==> src/rtl/sync_counter_pkg.sv <==
// Shared constants for the synchronous counter family: terminal-count policies
// and the one-shot run/halt state encoding.
package sync_counter_pkg;

    localparam int MODE_WRAP    = 0;
    localparam int MODE_RELOAD  = 1;
    localparam int MODE_ONESHOT = 2;

    typedef enum logic {
        ST_HALT = 1'b0,
        ST_RUN  = 1'b1
    } state_t;

endpackage

==> src/rtl/tff_load_cell.sv <==
// One counter bit: a toggle flip-flop with synchronous parallel load.
// Priority on each rising edge: reset > load > toggle.
module tff_load_cell (
    input  logic clk,
    input  logic rst,
    input  logic load,
    input  logic d_bit,
    input  logic t,
    output logic q
);

    always_ff @(posedge clk) begin
        if (!rst) begin
            q <= 1'b0;
        end else if (load) begin
            q <= d_bit;
        end else if (t) begin
            q <= ~q;
        end
    end

endmodule

==> src/rtl/sync_down_counter.sv <==
// Parameterised synchronous down counter built from toggle cells, with parallel
// load, wrap/reload/one-shot terminal policies and cascade (borrow) outputs.
module sync_down_counter
    import sync_counter_pkg::*;
#(
    parameter int WIDTH = 3,
    parameter int MODE  = MODE_WRAP
) (
    input  logic             clk,
    input  logic             rst,
    input  logic             en,
    input  logic             load,
    input  logic [WIDTH-1:0] d,
    output logic [WIDTH-1:0] Q,
    output logic             zero,
    output logic             borrow,
    output logic             tc,
    output logic             busy
);

    state_t           state_reg;
    logic [WIDTH-1:0] reload_reg;
    logic             tc_reg;

    logic [WIDTH-1:0] low_zero;
    logic [WIDTH-1:0] toggle;
    logic [WIDTH-1:0] cell_d;
    logic             run;
    logic             step;
    logic             terminal;
    logic             cell_load;

    // Counting is only blocked in the one-shot HALT state.
    assign run      = (MODE != MODE_ONESHOT) || (state_reg == ST_RUN);
    assign step     = en & run;
    assign zero     = (Q == '0);
    assign borrow   = step & zero;
    assign busy     = (state_reg == ST_RUN);
    assign tc       = tc_reg;

    // At zero the wrap/reload policies force a load; one-shot simply holds.
    assign terminal  = step & zero & (MODE != MODE_ONESHOT);
    assign cell_load = load | terminal;
    assign cell_d    = load ? d : ((MODE == MODE_RELOAD) ? reload_reg : '1);

    genvar gi;
    generate
        for (gi = 0; gi < WIDTH; gi++) begin : g_bit
            if (gi == 0) begin : g_lsb
                assign low_zero[gi] = 1'b1;
            end else begin : g_upper
                assign low_zero[gi] = (Q[gi-1:0] == '0);
            end

            assign toggle[gi] = step & ~zero & low_zero[gi];

            tff_load_cell u_cell (
                .clk   (clk),
                .rst   (rst),
                .load  (cell_load),
                .d_bit (cell_d[gi]),
                .t     (toggle[gi]),
                .q     (Q[gi])
            );
        end
    endgenerate

    always_ff @(posedge clk) begin
        if (!rst) begin
            state_reg  <= (MODE == MODE_ONESHOT) ? ST_HALT : ST_RUN;
            reload_reg <= '1;
            tc_reg     <= 1'b0;
        end else begin
            tc_reg <= 1'b0;
            if (load) begin
                reload_reg <= d;
                state_reg  <= ST_RUN;
            end else if (step) begin
                if (Q == {{(WIDTH-1){1'b0}}, 1'b1}) begin
                    tc_reg <= 1'b1;
                end
                if (zero && (MODE == MODE_ONESHOT)) begin
                    state_reg <= ST_HALT;
                end
            end
        end
    end

endmodule

==> config.mk <==
export PLATFORM = sky130hd
export DESIGN_NAME = sync_down_counter
export DESIGN_NICKNAME = d
export VERILOG_FILES = /design/src/rtl/sync_counter_pkg.sv /design/src/rtl/tff_load_cell.sv /design/src/rtl/sync_down_counter.sv
export SDC_FILE = /design/constraint.sdc
export NUM_CORES = 1
export LEC_CHECK = 0
export CAP_MARGIN = 20
export CORE_AREA = 2 2 39 41
export CTS_CLUSTER_SIZE = 30
export DETAILED_ROUTE_END_ITERATION = 16
export DIE_AREA = 0 0 41 43
export PLACE_DENSITY = 0.43
export SKIP_LAST_GASP = 1
export SLEW_MARGIN = 20
export SYNTH_ARGS = -nofsm -noshare
export SYNTH_HDL_FRONTEND = slang
export SYNTH_SLANG_ARGS = --single-unit
==> constraint.sdc <==
create_clock -name clk -period 3 [get_ports clk]
set_input_delay 0.3 -clock clk [delete_from_list [all_inputs] [get_ports clk]]
set_output_delay 0.3 -clock clk [all_outputs]
set_load 0.005 [all_outputs]
==> results.md <==
- Status: completed
- Hold Buf Count CTS: 0
- WP data required: 2.70 ns
- Main combinational cell family by area after synthesis: simple AND/OR/NAND/NOR gates
- Yosys synthesis warning count: 0
- DRC: 0
- Simple-gate share of the synthesized area: 21.47%
- Clock sink count: 4
- Cts bufs inserted: 3
- Mapped cell area: around 220 sq um
- Adder-cell share of the synthesized area: 0%
- Seq. cell area: about 80 sq um
- Syn nets: 33
- IO Count: 14
- Max Root-Sink Buffers: 2
- IR drop worst, VDD: ~0.096 mV
- Critical Path Fanout Max: 4
- Post-synthesis sequential area ratio: 36.16%
- Largest area contributor in the netlist: dfxtp_1
- Drt pass-1 iters: 4
- Vias in the first global route: between 200 and 250
- # diodes: 0
- Final Non-Filler Cells: 53
- CTS clock-pin slew for the worst setup and hold paths: about 0.040 ns
- Initial Utilization: 16.00%
- Global route overflow: 0
- Initial antenna violation count: 0
- Setup slack at placement: 1.122 ns
- Period minus WS final: 1.876 ns
- Cell area after placement: 331.6 sq um
- Die Footprint: 1763 sq um
- Max-cap viol count: 0
- Leak: 0.1299 nW
- Hold WC Path Type: reg -> reg
- Post-Layout Inst Area: 354.1 sq um
- Die width: 41 um
- Multi-input gate area: 107.6 sq um
- Post-Syn Area per Cell: between 8 and 9 sq um
- Port-buffer cells: 12
- Synth Area in Compound Gates: 13.56%
- Final Hold Fails: 0
- Core area: ~1400 sq um
- Post_cts resized: 0
- Hpwl dp: roughly 360 um
- Largest net degree at the start of global routing: 8
- Final nets: 46
- CP max stage cell: clkdlybuf4s50_1
- Vias: 202
- RSZ-0062 raised after global routing: no
- Critical-path cell list: clkdlybuf4s50_1 -> nand2b_1 -> nor3_1 -> clkdlybuf4s50_1
- Cell variety after synth: 13
- Final clock skew: 0.0009150 ns
- Critical path class: in -> out
- Seq cells post-synth: 4
- Area growth syn-to-layout: 59.89%
- CP startpoint kind: input pin
- Area contributors post-synth: dfxtp_1 (36%), buf_4 (14%), xnor2_1 (12%), a21oi_1 (6.8%), o21ai_0 (6.8%)
- GRT Total Usage: 7.839%
- Largest register FFs: 3
- Worst Path Arrival: 1.58 ns
- Clock root buffer master: clkbuf_4
- Setup TNS: 0 ns
- Power density cells: 475.5 nW/um^2
- CTS tree: yes
- Final Max Slew Viols: 0
- Routed WL per cell: just under 9 um
- Routability cong.: around 0.73
- FILL cells: between 150 and 200
- Reg2reg setup slack: between 1.5 and 2 ns
- Final period util: around 63%
- Final wirelength: 468 um
- Worst-Skew Late Latency: ~0.23 ns
- Final WS setup: 1.124 ns
- # setup viols final: 0
- CP max stage delay: 0.53 ns
- Placed insts: 50
- Critical Path Sink Type: output pin
- Synth Area in XOR/XNOR: 11.86%
- ANT nets after route: 0
- Share of cells above drive strength 1: 13.51%
- Multiplexer share of the synthesized area: 0%
- Top-area cell type share of the netlist area: a little over a third
- Vias/cell: 3.811
- Die Y: 43 um
- FMAX: 533.0 MHz
- First-pass GRT wire length: between 800 and 900 um
- 1st-iter DRT viols: 5
- Cell Rows: 14
- Post-CTS Setup Bufs: 0
- Cells after synthesis: 26
- CP dominant cell by count: clkdlybuf4s50_1
- H-tree depth: 1
## critical path: cells and delay by family
kind / cells / cell delay [ns]
buffers and inverters: 2 / 1.05
AND/OR/NAND/NOR: 2 / 0.23
## cell usage after synthesis
cell	instances
conb_1	1
nand2_1	1
inv_1	1
o21ai_0	3
nor3b_2	1
buf_4	4
nand2b_1	1
dfxtp_1	4
a21oi_1	3
xnor2_1	3
nor4_1	1
nor3_1	2
and2b_2	1
## cell type report
type | instances | area share [%]
repair buffers | 12 | 33.92
clock buffers | 3 | 6.360
flip-flops and latches | 4 | 22.61
well taps | 16 | 5.654
multi-input cells | 17 | 30.39
inverters | 1 | 1.060
## cell usage in the layout (no fill, tap or decap)
cell / synthesis / final
a21oi_1: 3 / 3
o21ai_0: 3 / 3
clkbuf_4: 0 / 3
nand2b_1: 1 / 1
xnor2_1: 3 / 3
and2b_2: 1 / 1
inv_1: 1 / 1
dfxtp_1: 4 / 4
nor4_1: 1 / 1
clkdlybuf4s50_1: 0 / 12
conb_1: 1 / 1
nand2_1: 1 / 1
nor3_1: 2 / 2
nor3b_2: 1 / 1
## power breakdown
group | switching [mW] | leakage [nW] | internal, mW
combinational | 0.0122 | 0.0829 | 0.0268
clock | 0.0212 | 0.0138 | 0.0447
sequential | 0.00609 | 0.0331 | 0.0574
## cells by family after synthesis
family | Yosys count
AND/OR/NAND/NOR | 7
AO/OA/AOI/OAI | 6
buffers and inverters | 5
flip-flops | 4
XOR/XNOR | 3
other | 1
## metrics by stage
step,utilization [%],hold WS [ns],total power [mW]
floorplan,-,0.3764,0.08438
global placement,23.96,0.5331,0.1033
detailed placement,23.96,0.5427,0.1037
CTS,25.59,0.5517,0.1718
global route,25.59,0.5957,0.1807
finish,25.59,0.5493,0.1684
## worst paths after layout
path / cells after the start / end / from
worst min register to register: 2 / tc / g_bit[0].u_cell.q
worst max-delay path: 4 / borrow / en
worst max register to register: 3 / g_bit[1].u_cell.q / g_bit[0].u_cell.q
worst min-delay path: 2 / tc / g_bit[0].u_cell.q
## per-layer routing
metal / GRT usage (%) / share of wire [%]
met4: 12.00 / 0
met1: 8.710 / 48
met3: 3.141 / 6.2
met2: 8.438 / 45
met5: 0 / 0
No activity file was read; power rests on OpenSTA's default activity.
==> RTL edit: new RTL, same flow settings <==
Put a register stage on the outputs `borrow` and `busy`. The values now appear one clock later. The other outputs are not delayed to match.
--- a/src/rtl/sync_down_counter.sv
+++ b/src/rtl/sync_down_counter.sv
@@ -34,8 +34,10 @@
     assign run      = (MODE != MODE_ONESHOT) || (state_reg == ST_RUN);
     assign step     = en & run;
     assign zero     = (Q == '0);
-    assign borrow   = step & zero;
-    assign busy     = (state_reg == ST_RUN);
+    always_ff @(posedge clk) begin
+        borrow <= step & zero;
+        busy   <= (state_reg == ST_RUN);
+    end
     assign tc       = tc_reg;
 
     // At zero the wrap/reload policies force a load; one-shot simply holds.
Check against the original RTL: not equivalent (Yosys sat finds a counterexample within 4 cycles, from zero or initial values and one cycle with rst low).
==> RTL edit against the unedited design <==
Sequential cell count rose by 1. Routed wire length shrank 1.1%. Sequential share of layout area up 4.1 points. Final cell count is 1.9% higher. Non-clock buffer count unchanged. Final area rose by 5.7%. Area after synthesis up 7.3%. Maximum frequency is 17% higher. Highest routed layer unchanged. Via count increased by 5.9%. Clock power rose by 17%. Sequential power is 22% higher. Setup slack improved by 280 ps. Total power increased by 13%.
==> RTL edit: results (changes against the unedited design) <==
Overall Global Routing Usage - 0.0693 (-0.00911)
Clk Latency, worst-skew pair - 240 ps
Port bufs - 12 (unchanged)
First-pass GRT wire length - 759 microns (-6.8%)
Initial antenna violation count - 0 (unchanged)
GP Congestion - 0.729 (about the same)
WL/cell - 8.57 microns (-2.9%)
Capture point of the critical path - zero
Crit path launch - g_bit[1].u_cell.q$_SDFFE_PN0P_
Antenna cell count - 0 (unchanged)
Worst stage delay on the critical path - 520 ps
Largest net degree at the start of global routing - 7 (-1)
Layout Nets - 46 (unchanged)
Layout cell share with drive strength beyond 1 - 0.105 (-0.0299)
Area after DPL - 348 sq um (+4.9%)
CP Max Fanout - 5 (+1)
Worst IR Drop VDD - 0.207 mV (+120%)
Vias in the first global route - 205 (-4.7%)
Pleak - 0.142 nW (+9.0%)
Clock H-tree levels - 1 (unchanged)
Synth unique cells - 14 (+1)
Synth async-reset ratio - 0 (unchanged)
RR Startpoint - g_bit[0].u_cell.q$_SDFFE_PN0P_
Status - finished clean
Seq/Total Area, Yosys - 0.421 (+0.0595)
Drt via density - 3.96 (+4.0%)
Iteration count of the initial detailed-routing pass - 1 (-3)
Worst-case reg-to-reg path depth - 2 (-1)
Fin Clk Skew - 4.60 ps (+3.68 ps)
Initial DRC Count - 0 (-5)
Layout Cells excl Fill - 54 (+1.9%)
Register-to-register setup slack - 2000 ps (+60 ps)
Placed wire-length estimate - 377 microns (+4.7%)
Top cells by area, synth - dfxtp_1 (42%), buf_4 (13%), xnor2_1 (7.4%)
Slowest CP cell - clkdlybuf4s50_1
Top post-synthesis cells by count - dfxtp_1 (5), buf_4 (4)
RTL edit: cell families (layout without fill, tap and decap cells):
logic type / count (synthesis) / count (layout) / synth area share
buffers and inverters: 6 / 18 / 0.158
AND/OR/NAND/NOR: 6 / 6 / 0.174
other: 1 / 1 / 0.0158
XOR/XNOR: 2 / 2 / 0.0737
AO/OA/AOI/OAI: 6 / 6 / 0.158
flip-flops: 5 / 5 / 0.421
RTL edit: where the power goes:
| group | internal [mW] | leakage, nW | switching, mW |
|---|---|---|---|
| Combinational | 0.0249 | 0.0852 | 0.0108 |
| Sequential | 0.0717 | 0.0414 | 0.00596 |
| Clock | 0.0502 | 0.0150 | 0.0266 |
RTL edit: per-stage QoR:
step                      hold slack [ps]  worst slack, ps  total power, mW   util
final                                 493             1400            0.190  0.270
after CTS                             494             1380            0.195  0.270
after floorplan                       431             2090           0.0961      -
after detailed placement              488             1520            0.115  0.251
after global placement                497             1580            0.114  0.251
after global routing                  561             1320            0.205  0.270
RTL edit: metal layers:
layer,share of wire,track usage,vias up,wire length [microns]
met5,0,0,-,0
met4,0,0.0400,0,0
met3,0.16,0.0628,0,73
met2,0.39,0.0844,14,180
met1,0.45,0.0772,90,209
li1,-,-,110,-
RTL edit: worst min-delay path by stage:
stage / from / to / cells after the start
2_1_floorplan: rst / g_bit[1].u_cell.q$_SDFFE_PN0P_ / 1
3_3_place_gp: g_bit[2].u_cell.q$_SDFFE_PN0P_ / borrow$_DFF_P_ / 1
3_5_place_dp: g_bit[2].u_cell.q$_SDFFE_PN0P_ / borrow$_DFF_P_ / 1
4_1_cts: g_bit[2].u_cell.q$_SDFFE_PN0P_ / borrow$_DFF_P_ / 1
5_1_grt: g_bit[2].u_cell.q$_SDFFE_PN0P_ / borrow$_DFF_P_ / 1
6_report: g_bit[2].u_cell.q$_SDFFE_PN0P_ / borrow$_DFF_P_ / 1
RTL edit: area by class of cell:
type	count	area, sq um
clock buffer	4	26.3
fill	163	1010
tap	16	20.0
multi-input combinational	15	100
timing repair buffer	12	120
inverter	2	7.51
sequential	5	100
RTL edit: critical path: cells and delay by family, from the launching register on:
kind | cells | cell delay (ps)
buffers and inverters | 1 | 520
flip-flops | 1 | 340
AND/OR/NAND/NOR | 1 | 200
